$ cat src/rtl/ring_osc_cal_pkg.sv
// Shared types, constants and the code-to-trim thermometer mapping for the
// ring oscillator trim calibration controller.
package ring_osc_cal_pkg;

  localparam int NUM_STAGES = 13;
  localparam int MAX_CODE   = 2 * NUM_STAGES;
  localparam int TRIM_W     = 2 * NUM_STAGES;
  localparam int CODE_W     = 5;

  typedef enum logic [2:0] {
    ST_IDLE,
    ST_OSCRST,
    ST_SETTLE,
    ST_MEASURE,
    ST_COMPARE,
    ST_LOCKED,
    ST_FAIL
  } cal_state_e;

  typedef enum logic [1:0] {
    DIR_NONE,
    DIR_UP,
    DIR_DOWN
  } step_dir_e;

  // Primary stages fill first; secondary stages only once all primaries are on.
  function automatic logic [TRIM_W-1:0] code_to_trim(input logic [CODE_W-1:0] code);
    logic [NUM_STAGES-1:0] pri;
    logic [NUM_STAGES-1:0] sec;
    pri = '0;
    sec = '0;
    for (int i = 0; i < NUM_STAGES; i++) begin
      pri[i] = (int'(code) > i);
      sec[i] = (int'(code) > NUM_STAGES + i);
    end
    return {sec, pri};
  endfunction

endpackage

$ cat src/rtl/ring_osc_edge_counter.sv
// Synchronizes the oscillator-domain toggle and counts both of its edges
// into a saturating counter with synchronous clear and enable.
module ring_osc_edge_counter #(
  parameter int CNT_W = 16
) (
  input  logic             clk,
  input  logic             reset,
  input  logic             osc_tick,
  input  logic             clr,
  input  logic             en,
  output logic [CNT_W-1:0] count
);

  logic sync_q1;
  logic sync_q2;
  logic sync_q3;
  logic edge_seen;

  // sync_q3 only delays the already-synchronized level for edge detection.
  assign edge_seen = sync_q2 ^ sync_q3;

  always_ff @(posedge clk or posedge reset) begin
    if (reset) begin
      sync_q1 <= 1'b0;
      sync_q2 <= 1'b0;
      sync_q3 <= 1'b0;
      count   <= '0;
    end else begin
      sync_q1 <= osc_tick;
      sync_q2 <= sync_q1;
      sync_q3 <= sync_q2;
      if (clr) begin
        count <= '0;
      end else if (en && edge_seen && (count != '1)) begin
        count <= count + CNT_W'(1);
      end
    end
  end

endmodule

$ cat src/rtl/ring_osc_trim_cal.sv
// Closed-loop trim search for the 13-stage ring oscillator: measure edges per
// window, step the thermometer code until the count lands inside target +/- tol.
module ring_osc_trim_cal
  import ring_osc_cal_pkg::*;
#(
  parameter int CNT_W      = 16,
  parameter int WIN_CYC    = 1024,
  parameter int SETTLE_CYC = 16,
  parameter int RST_CYC    = 4,
  parameter int MAX_ITER   = 32
) (
  input  logic              clk,
  input  logic              reset,
  input  logic              start,
  input  logic              manual,
  input  logic [CODE_W-1:0] manual_code,
  input  logic [CNT_W-1:0]  target_cnt,
  input  logic [7:0]        tol,
  input  logic              osc_tick,
  output logic              osc_reset,
  output logic [TRIM_W-1:0] trim,
  output logic [CODE_W-1:0] trim_code,
  output logic [CNT_W-1:0]  meas_cnt,
  output logic              busy,
  output logic              locked,
  output logic              approx,
  output logic              fail
);

  localparam int EW      = CNT_W + 1;
  localparam int TMR_MAX = (WIN_CYC > SETTLE_CYC)
                         ? ((WIN_CYC > RST_CYC) ? WIN_CYC : RST_CYC)
                         : ((SETTLE_CYC > RST_CYC) ? SETTLE_CYC : RST_CYC);
  localparam int TMR_W   = $clog2(TMR_MAX + 1);
  localparam int ITER_W  = $clog2(MAX_ITER + 1);

  cal_state_e        state;
  step_dir_e         last_dir;
  logic [TMR_W-1:0]  phase_cnt;
  logic [ITER_W-1:0] iter_cnt;
  logic [CNT_W-1:0]  win_cnt;

  logic [EW-1:0]     cnt_ext, tgt_ext, tol_ext, hi_lim, lo_lim;
  logic              too_fast, too_slow, at_end;
  logic [CODE_W-1:0] step_code, man_code;

  ring_osc_edge_counter #(.CNT_W(CNT_W)) u_edge_cnt (
    .clk      (clk),
    .reset    (reset),
    .osc_tick (osc_tick),
    .clr      (state == ST_SETTLE),
    .en       (state == ST_MEASURE),
    .count    (win_cnt)
  );

  // One extra bit keeps target+tol from wrapping; target-tol floors at zero.
  assign cnt_ext  = {1'b0, win_cnt};
  assign tgt_ext  = {1'b0, target_cnt};
  assign tol_ext  = EW'(tol);
  assign hi_lim   = tgt_ext + tol_ext;
  assign lo_lim   = (tgt_ext > tol_ext) ? (tgt_ext - tol_ext) : '0;
  assign too_fast = (cnt_ext > hi_lim);
  assign too_slow = (cnt_ext < lo_lim);

  assign at_end    = too_fast ? (trim_code == CODE_W'(MAX_CODE)) : (trim_code == '0);
  assign step_code = too_fast ? (trim_code + CODE_W'(1)) : (trim_code - CODE_W'(1));
  assign man_code  = (manual_code > CODE_W'(MAX_CODE)) ? CODE_W'(MAX_CODE) : manual_code;

  always_ff @(posedge clk or posedge reset) begin
    if (reset) begin
      state     <= ST_IDLE;
      last_dir  <= DIR_NONE;
      phase_cnt <= '0;
      iter_cnt  <= '0;
      osc_reset <= 1'b1;
      trim      <= '0;
      trim_code <= '0;
      meas_cnt  <= '0;
      busy      <= 1'b0;
      locked    <= 1'b0;
      approx    <= 1'b0;
      fail      <= 1'b0;
    end else if (manual) begin
      // NOTE: every register here uses <= so all of them update from the same
      // pre-edge values; a blocking = would leak new values into later reads.
      state     <= ST_IDLE;
      osc_reset <= 1'b0;
      busy      <= 1'b0;
      locked    <= 1'b0;
      approx    <= 1'b0;
      fail      <= 1'b0;
      trim_code <= man_code;
      trim      <= code_to_trim(man_code);
    end else begin
      unique case (state)
        ST_IDLE, ST_LOCKED, ST_FAIL: begin
          osc_reset <= 1'b0;
          if (start) begin
            state     <= ST_OSCRST;
            osc_reset <= 1'b1;
            busy      <= 1'b1;
            locked    <= 1'b0;
            approx    <= 1'b0;
            fail      <= 1'b0;
            trim_code <= '0;
            trim      <= '0;
            iter_cnt  <= '0;
            last_dir  <= DIR_NONE;
            phase_cnt <= '0;
          end
        end
        ST_OSCRST: begin
          if (phase_cnt == TMR_W'(RST_CYC - 1)) begin
            phase_cnt <= '0;
            osc_reset <= 1'b0;
            state     <= ST_SETTLE;
          end else begin
            phase_cnt <= phase_cnt + TMR_W'(1);
          end
        end
        ST_SETTLE: begin
          if (phase_cnt == TMR_W'(SETTLE_CYC - 1)) begin
            phase_cnt <= '0;
            state     <= ST_MEASURE;
          end else begin
            phase_cnt <= phase_cnt + TMR_W'(1);
          end
        end
        ST_MEASURE: begin
          if (phase_cnt == TMR_W'(WIN_CYC - 1)) begin
            phase_cnt <= '0;
            state     <= ST_COMPARE;
          end else begin
            phase_cnt <= phase_cnt + TMR_W'(1);
          end
        end
        ST_COMPARE: begin
          meas_cnt <= win_cnt;
          iter_cnt <= iter_cnt + ITER_W'(1);
          if (!too_fast && !too_slow) begin
            state  <= ST_LOCKED;
            busy   <= 1'b0;
            locked <= 1'b1;
          end else if (at_end) begin
            state <= ST_FAIL;
            busy  <= 1'b0;
            fail  <= 1'b1;
          end else if (last_dir == (too_fast ? DIR_DOWN : DIR_UP)) begin
            // Oscillating around the target: keep the code just measured.
            state  <= ST_LOCKED;
            busy   <= 1'b0;
            locked <= 1'b1;
            approx <= 1'b1;
          end else if (iter_cnt == ITER_W'(MAX_ITER - 1)) begin
            state <= ST_FAIL;
            busy  <= 1'b0;
            fail  <= 1'b1;
          end else begin
            state     <= ST_SETTLE;
            trim_code <= step_code;
            trim      <= code_to_trim(step_code);
            last_dir  <= too_fast ? DIR_UP : DIR_DOWN;
          end
        end
        default: state <= ST_IDLE;
      endcase
    end
  end

endmodule

$ cat config.mk
export PLATFORM = sky130hd
export DESIGN_NAME = ring_osc_trim_cal
export DESIGN_NICKNAME = d
export VERILOG_FILES = /design/src/rtl/ring_osc_cal_pkg.sv /design/src/rtl/ring_osc_edge_counter.sv /design/src/rtl/ring_osc_trim_cal.sv
export SDC_FILE = /design/constraint.sdc
export NUM_CORES = 1
export LEC_CHECK = 0
export CORE_AREA = 2 2 101 128
export CTS_BUF_LIST = sky130_fd_sc_hd__clkbuf_4
export CTS_CLUSTER_DIAMETER = 80
export DETAILED_ROUTE_END_ITERATION = 7
export DIE_AREA = 0 0 103 130
export GPL_ROUTABILITY_DRIVEN = 0
export PLACE_DENSITY_LB_ADDON = 0.1
export SLEW_MARGIN = 15
export SYNTH_ARGS = -nofsm -noshare
export SYNTH_HDL_FRONTEND = slang
export SYNTH_SLANG_ARGS = --single-unit
$ cat constraint.sdc
create_clock -name clk -period 5.14 [get_ports clk]
set_clock_uncertainty 0.15 [all_clocks]
set_input_delay 0.514 -clock clk [delete_from_list [all_inputs] [get_ports clk]]
set_output_delay 0.514 -clock clk [all_outputs]
set_load 0.03 [all_outputs]
==> results of run 1 <==
[how the worst max path moves through the flow]
stage	endpoint
after global placement	trim[0]
final	trim[0]
after CTS	trim[15]
after floorplan	trim[13]
after global routing	trim[0]
after detailed placement	trim[15]
[layout make-up]
type | instances | area, sq um | share of cell area
antenna | 1 | 2.50 | 0.000274
clock buffer | 9 | 67.6 | 0.00739
clock inverter | 7 | 82.6 | 0.00903
inverter | 35 | 133 | 0.0145
multi-input combinational | 665 | 4630 | 0.507
sequential | 93 | 2330 | 0.255
tap | 168 | 210 | 0.0230
timing repair buffer | 193 | 1680 | 0.184
[power breakdown]
group	internal, mW	switching, mW	total (mW)
clock	0.156	0.270	0.426
combinational	0.331	0.366	0.697
sequential	0.768	0.0344	0.803
[through the flow]
step,total power [mW],util,setup slack [ns],area (sq um),hold WS [ns]
2_1_floorplan,1.21,-,0.0470,7080,0.181
3_3_place_gp,1.45,0.707,-0.555,8710,0.191
3_5_place_dp,1.47,0.707,-0.755,8710,0.186
4_1_cts,1.90,0.728,0.0118,8970,0.228
5_1_grt,2.03,0.742,-0.0576,9140,0.238
6_report,1.93,0.742,0.184,9140,0.224
[synth_stat cells (10+ instances only)]
| library cell | instances | area [sq um] |
|---|---|---|
| buf_2 | 12 | 60.1 |
| mux2_4 | 17 | 255 |
| nand4_1 | 10 | 62.6 |
| nor2_1 | 78 | 293 |
| o21ai_0 | 52 | 260 |
| nand3_1 | 24 | 120 |
| nand2_1 | 126 | 473 |
| o211ai_1 | 15 | 113 |
| xnor2_1 | 24 | 210 |
| dfrtp_1 | 92 | 2300 |
| nor3_1 | 20 | 100 |
| clkbuf_1 | 20 | 75.1 |
| inv_1 | 34 | 128 |
| o22ai_1 | 10 | 62.6 |
| nand2b_1 | 15 | 93.8 |
| a21oi_1 | 52 | 260 |
| o21a_1 | 10 | 75.1 |
| ha_1 | 57 | 713 |
| xor2_1 | 21 | 184 |
[flip-flops by register name, indices dropped and copies added, names as in the netlist]
signal              count
meas_cnt               16
last_dir                2
u_edge_cnt.sync_q2      1
u_edge_cnt.count       16
fail                    1
busy                    1
u_edge_cnt.sync_q3      1
trim_code               5
iter_cnt                6
approx                  1
locked                  1
phase_cnt              11
osc_reset               1
trim                   26
state                   3
u_edge_cnt.sync_q1      1
[worst max-delay path: stages]
cell,delay [ns]
clkdlybuf4s50_1,0.48
inv_1,0.07
ha_4,0.22
nor2_1,0.12
o211ai_1,0.10
buf_4,0.16
a21o_1,0.20
buf_4,0.14
xor2_1,0.14
ha_1,0.32
nand2_1,0.10
nor4_4,0.28
o221ai_2,0.15
a211oi_4,0.25
inv_2,0.10
fa_2,0.36
a21o_1,0.18
a21oi_2,0.14
xnor2_1,0.14
xor2_1,0.29
buf_4,0.21
and3_4,0.18
o22ai_2,0.07
mux2_4,0.27
[what timing repair did]
action                     4_1_cts  5_1_grt
pin swaps                       21       28
buffers inserted                 7        5
setup endpoints to repair       28       37
gates cloned                     0        0
resized for setup               22       38
[routing by layer]
| metal | vias to the layer above | GRT usage | share of wire |
|---|---|---|---|
| met5 | - | 0 | 0 |
| met3 | 64 | 0.0407 | 0.045 |
| met4 | 0 | 0.153 | 0.045 |
| met2 | 242 | 0.537 | 0.54 |
| met1 | 3249 | 0.320 | 0.37 |
| li1 | 3273 | - | - |
[kinds of logic (layout without fill, tap and decap cells)]
| family | Yosys count | after routing | synth area share |
|---|---|---|---|
| DFF | 93 | 93 | 0.330 |
| xor gates and xnor gates | 45 | 45 | 0.0558 |
| other | 0 | 1 | 0 |
| AOI/OAI and AO/OA | 202 | 202 | 0.189 |
| adders and majority gates | 60 | 60 | 0.109 |
| muxes | 29 | 29 | 0.0544 |
| buffers and inverters | 71 | 244 | 0.0427 |
| and+or+nand+nor | 329 | 329 | 0.219 |
==> metrics list, run 1 <==
- Clock-pin transition on the worst setup and hold timing paths: 0.16 ns
- Post-route clock period utilization: 0.964
* Category of the most critical setup path: input port to flop
* Count of max-cap constraint violations: 0
* CTS tree: yes
- The worst register-to-register path ends at trim[0].
- Data on the critical path is required at its endpoint by 5.37 ns.
* Total DRC errors in the routed layout: 0
- CTS buffer count: 9
- The share of the Yosys chip area taken by registers is 0.330.
* Startpoint type of the worst setup path: input port
* Cell area after synthesis: 7070 sq um
- Detailed router's first-iteration violation count: 369
* Number of rows in the core area: 46
* Worst hold path stage count: 0
- After detailed routing, the number of vias per cell comes to 5.83.
* Class of the most critical hold timing path: flop to flop
* Number of top-level pins: 86
* Synth Warn #: 0
* Count of buffers inserted at the top-level ports: 85
- For this configuration, the core starts out at a cell density of 0.574.
* Highest achievable clock rate: 202 MHz
* Clock tree sinks: 93
- Most used DFF post-synth: dfrtp_1
* Cells on worst reg2reg path: 17
- Excluding fillers, the count of instances in the completed layout stands at 1171.
- Fraction of layout instances using a drive strength above 1: 0.209
- Total routing resource utilization after global routing: 0.292
- H-tree level count: 3
- Per-cell routed wire length: 16.5 microns
* Number of enable flip-flop cells after synthesis: 0
- Hold EP: u_edge_cnt.sync_q2
- The layout has 958 filler cells.
* Maximum number of pins on one net before global-route repair: 50
- Vias post-DR: 6828
- Area growth from synthesis to layout: 29.4%
- Final Max Slew Viols: 0
- The number of nets handed over by synthesis was 923.
- First-pass iteration count of the detailed router: 5
- The number of endpoints with negative hold slack in the final report was 0.
- Wires add up to 19.4 mm.
* Maximum resistive drop on vdd: 0.000149 V
- NumNets Final: 1091
- The first global-routing pass estimated 31.1 mm of wire.
- Hold buffer count at cts: 0
- For the pin with the worst max-slew slack, the measured transition is 1.12 ns.
- Async set or reset register ratio after synthesis: 1.00
- Worst-case headroom to the max-slew limit: 0.250
- Worst R2R Setup Slack: 1.29 ns
* Result of the run: complete, no violations
* DP HPWL: 14.7 mm
* Leakage: 4.22 nW
* Number of failing setup endpoints in the final timing report: 0
* Final total negative setup slack: 0 ns
- Maximum fanout along the worst path: 7
* Library cells used by synthesis: 79
- Clock latency reported for the late side of the worst-skew pair: 0.46 ns
* Height of the chip: 130 microns
- Antenna violations before repair: 1
- Number of global-route vias before repair: 6849
* Flops & latches, synth: 93
* Placed Cells: 1142
- ANT nets after route: 0
- Highest-count cells in the layout ignoring fill and taps: nand2_1, buf_4, dfrtp_1
- In this run the deepest clock path goes through 2 buffers.
- DIE WIDTH: 103 microns
- Die Footprint: 13400 sq um
* Syn avg cell area: 8.52 sq um
- The core region is 12300 sq um.
- Counting every instance in the synthesized netlist gives 829.
- Leaving out fill and tap cells, the most frequent cell in the layout is nand2_1.
- The worst setup path is captured at a flop.
- At the worst endpoint, the arrival time is 5.19 ns.
- Power spread over the standard cell area amounts to 211 nW/um^2.
- Worst R2R Start: u_edge_cnt.count[14]
- The worst hold path begins at u_edge_cnt.sync_q1.
- Root cell of the clock tree: clkbuf_4
- Min cycle time layout: 4.96 ns
* Total congestion overflow after global routing: 0
* Beginning of the critical path: tol[4]
Power figures use the tool's default switching activity.
==> run 2: changes to the inputs <==
--- a/config.mk
+++ b/config.mk
@@ -5,11 +5,12 @@
 export SDC_FILE = /design/constraint.sdc
 export NUM_CORES = 1
 export LEC_CHECK = 0
-export CORE_AREA = 2 2 101 128
+export ABC_AREA = 1
+export CORE_AREA = 2 2 102 128
 export CTS_BUF_LIST = sky130_fd_sc_hd__clkbuf_4
 export CTS_CLUSTER_DIAMETER = 80
 export DETAILED_ROUTE_END_ITERATION = 7
-export DIE_AREA = 0 0 103 130
+export DIE_AREA = 0 0 104 130
 export GPL_ROUTABILITY_DRIVEN = 0
 export PLACE_DENSITY_LB_ADDON = 0.1
 export SLEW_MARGIN = 15
==> constraint.sdc (replaced) <==
create_clock -name clk -period 5.9 [get_ports clk]
set_clock_uncertainty 0.15 [all_clocks]
set_input_delay 0.59 -clock clk [delete_from_list [all_inputs] [get_ports clk]]
set_output_delay 0.59 -clock clk [all_outputs]
set_load 0.03 [all_outputs]
==> metrics list, run 2 <==
- The run finished with clean final reports.
- Logic depth of the worst path, buffers included: 30 (+25%)
- Syn Nets: 1140 (+24%)
* Initial core utilization: 0.582 (+0.00797)
- Sequential-to-total area share from yosys stat: 0.322 (-0.00753)
* Clock tree sinks: 93 (unchanged)
- The post-detailed-placement half-perimeter wirelength was 14.4 mm (-2.1%).
- The final-layout setup total negative slack was 0 ns (unchanged).
* Most common cell after layout, fill and taps aside: nand2_1
- The standard cell core area came to 12400 sq um (+0.93%).
- Most used DFF post-synth: dfrtp_1
* Post-layout instance area: 8430 sq um (-7.8%)
* Number of global-route vias before repair: 6845 (-0.058%)
- Synth Warn #: 0 (unchanged)
- Largest register by flop count: trim
* Total congestion overflow after global routing: 0 (unchanged)
- Global routing met2 resource utilization: 0.516 (-0.0208)
- In the finished design, the share of the clock period the worst path needs comes to 0.908.
- Met1 global-route usage: 0.330 (+0.0103)
* Worst-case headroom to the max-slew limit: 0.356 (+0.106)
* Number of hold-slack violations in the final timing report: 0 (unchanged)
- Count of buffers inserted at the top-level ports: 85 (unchanged)
- The largest net degree at the start of global routing was 60 (+20%).
- Synth area leader: dfrtp_1
- Startpoint type of the worst setup path: input port
- Number of standard cells in the final layout excluding fillers: 1301 (+11%)
* Synthesized instance count: 1046 (+26%)
- Max FFs per register: 26 (unchanged)
* Category of the most critical setup path: input port to flop
- Number of top-level pins: 86 (unchanged)
* Async set or reset register ratio after synthesis: 1.00 (unchanged)
- The fill cell total of the finished layout came to 1194 (+25%).
- The hold-critical path depth came to 0 (unchanged).
- Total DRC errors in the routed layout: 0 (unchanged)
- Library cells used by synthesis: 51 (-35%)
* Most used standard cells in the synthesized netlist: nand2_1, inv_1, nand3_1
- The slowest stage of the critical path belongs to the cell clkdlybuf4s50_1.
* Class of the most critical hold timing path: flop to flop
* Clock-pin transition on the worst setup and hold timing paths: 0.18 ns (+0.02 ns)
- Syn avg cell area: 6.91 sq um (-19%)
- Critical path data required time: 6.14 ns (+0.77 ns)
* Routed WL: 18.5 mm (-4.2%)
- Biggest registers after layout: trim (26), meas_cnt (16), u_edge_cnt.count (16)
- Count leader, synth: nand2_1
- The later-pin clock latency in the skew report is 0.49 ns (+0.03 ns).
- The die width was 104 microns (+0.97%).
- Antenna violations before repair: 1 (unchanged)
* Average via count per standard cell: 5.61 (-3.8%)
* Clock buffer depth: 2 (unchanged)
- Total routing resource utilization after global routing: 0.283 (-0.00914)
- Dominant cells by area after synthesis: dfrtp_1, nand2_1, ha_1, inv_1, nand3_1
- Setup repair after global routing left no endpoint under its margin.
- The leakage power total is 4.28 nW (+1.6%).
- The number of CTS-inserted buffers came to 9 (unchanged).
- The met3 demand-to-capacity share in global routing was 0.0400 (-0.000747).
* Highest achievable clock rate: 187 MHz
- STA classifies the critical path endpoint as a flop.
* Root cell of the clock tree: clkbuf_4
- Die Footprint: 13500 sq um (+0.97%)
- Total power divided by cell area: 309 nW/um^2 (+47%)
- Buf/Inv on CP: 4 (-2)
* First-pass iteration count of the detailed router: 7 (+2)
- The share of final-layout standard cells stronger than drive strength 1 came to 0.0548 (-0.154).
- Number of enable flip-flop cells after synthesis: 0 (unchanged)
- The worst IR drop on VDD was 0.000282 V (+90%).
- The number of flip-flops and latches in the synthesized netlist was 93 (unchanged).
- H-tree level count: 3 (unchanged)
* Worst-Margin Slew: 0.962 ns (-0.159 ns)
* Placed Cells: 1284 (+12%)
* Max stage delay on crit path: 0.48 ns (about the same)
- The total power of the final layout came to 2.60 mW (+35%).
- Placed cell area: 8260 sq um (-5.3%)
- Post-route core utilization: 0.678 (-0.0643)
- The via count of the routed design came to 7295 (+6.8%).
- The count of standard-cell rows is 46 (unchanged).
- ANT nets after route: 0 (unchanged)
* Min cycle time layout: 5.36 ns
* Post-CTS repair timing setup buffer count: 0 (-7)
* Height of the chip: 130 microns (unchanged)
* Largest delay contributor family on the critical path: simple AND/OR/NAND/NOR gates
* CP most frequent cell: nand2_1
- The layout net count was 1221 (+12%).
* Area growth from synthesis to layout: 16.6%
* Count of max-cap constraint violations: 0 (unchanged)
- The fraction of synthesized cell area taken by the top area cell type is 0.318 (-0.00744).
- The global-route wire length before repair is 31.4 mm (+0.96%).
* Per-cell routed wire length: 14.2 microns (-14%)
- The library cells used most frequently in the layout, excluding fill and tap cells, are nand2_1, inv_1, nand3_1.
- The total setup violations reported at the end of the flow is 0 (unchanged).
- CTS tree: yes
* Final Max Slew Viols: 0 (unchanged)
* Cells on worst reg2reg path: 19 (+2)
- The DRC marker count from the first detailed-route iteration was 417 (+13%).
- The endpoint arrival time on the critical path was 5.60 ns (+0.41 ns).
- Maximum fanout along the worst path: 17 (+10)
- Cell area after synthesis: 7230 sq um (+2.3%)
* Most used routing layer in global routing: met2
[run 2: cell count changes in the layout (fill, tap and decap cells not counted), sizes merged, moves of 24 or more]
cell   previous run  this run
nand3            25       101
inv              36       151
nand2           126       278
buf             108        14
mux2             24         0
[run 2: kinds of logic (layout without fill, tap and decap cells)]
logic type      after synthesis  count (layout)  share of synthesized area
flops                        93              93                      0.322
simple gates                532             532                      0.318
xor+xnor                     18              18                     0.0228
buf+inv                     177             263                     0.0966
compound gates              166             166                      0.134
other cells                   0               1                          0
fa+ha+maj                    60              60                      0.107
[run 2: metrics by stage]
stage,worst slack (ns),hold slack (ns)
global placement,0.0696,0.187
floorplan,0.853,0.181
global route,0.0181,0.256
CTS,0.397,0.233
finish,0.544,0.237
detailed placement,-0.0918,0.193
[run 2: routing by layer]
layer,up-vias,part of all wire
met2,268,0.52
met4,0,0.041
li1,3608,-
met5,-,0
met1,3356,0.40
met3,63,0.048
[run 2: cell type report]
cell class	count	area (sq um)	share of cell area
Antenna cell	1	2.50	0.000297
Clock inverter	7	81.3	0.00965
Sequential cell	93	2330	0.276
Timing Repair Buffer	99	956	0.113
Inverter	148	557	0.0661
Clock buffer	9	67.6	0.00802
Tap cell	168	210	0.0249
Multi-Input combinational cell	776	4230	0.501
[run 2: path summary, 6_finish.rpt]
kind	startpoint	to	slack, ns
worst max-delay path	tol[2]	trim[3]	0.54
worst min-delay path	u_edge_cnt.sync_q1	u_edge_cnt.sync_q2	0.24
worst max register to register	u_edge_cnt.count[8]	trim[23]	2.28
worst min register to register	u_edge_cnt.sync_q1	u_edge_cnt.sync_q2	0.24
max in group asynchronous	reset	trim[21]	4.12
min in group asynchronous	reset	fail	0.28
[run 2: timing repair]
item / 4_1_cts / 5_1_grt
endpoints found under the setup margin: 0 / 16
hold buffers: 0 / 0
resized for setup: 0 / 4
[run 2: where the power goes]
group	leakage, nW	switching, mW	total [mW]	internal [mW]
Combinational	2.99	0.864	1.35	0.488
Clock	0.0809	0.271	0.375	0.104
Sequential	1.21	0.101	0.875	0.774
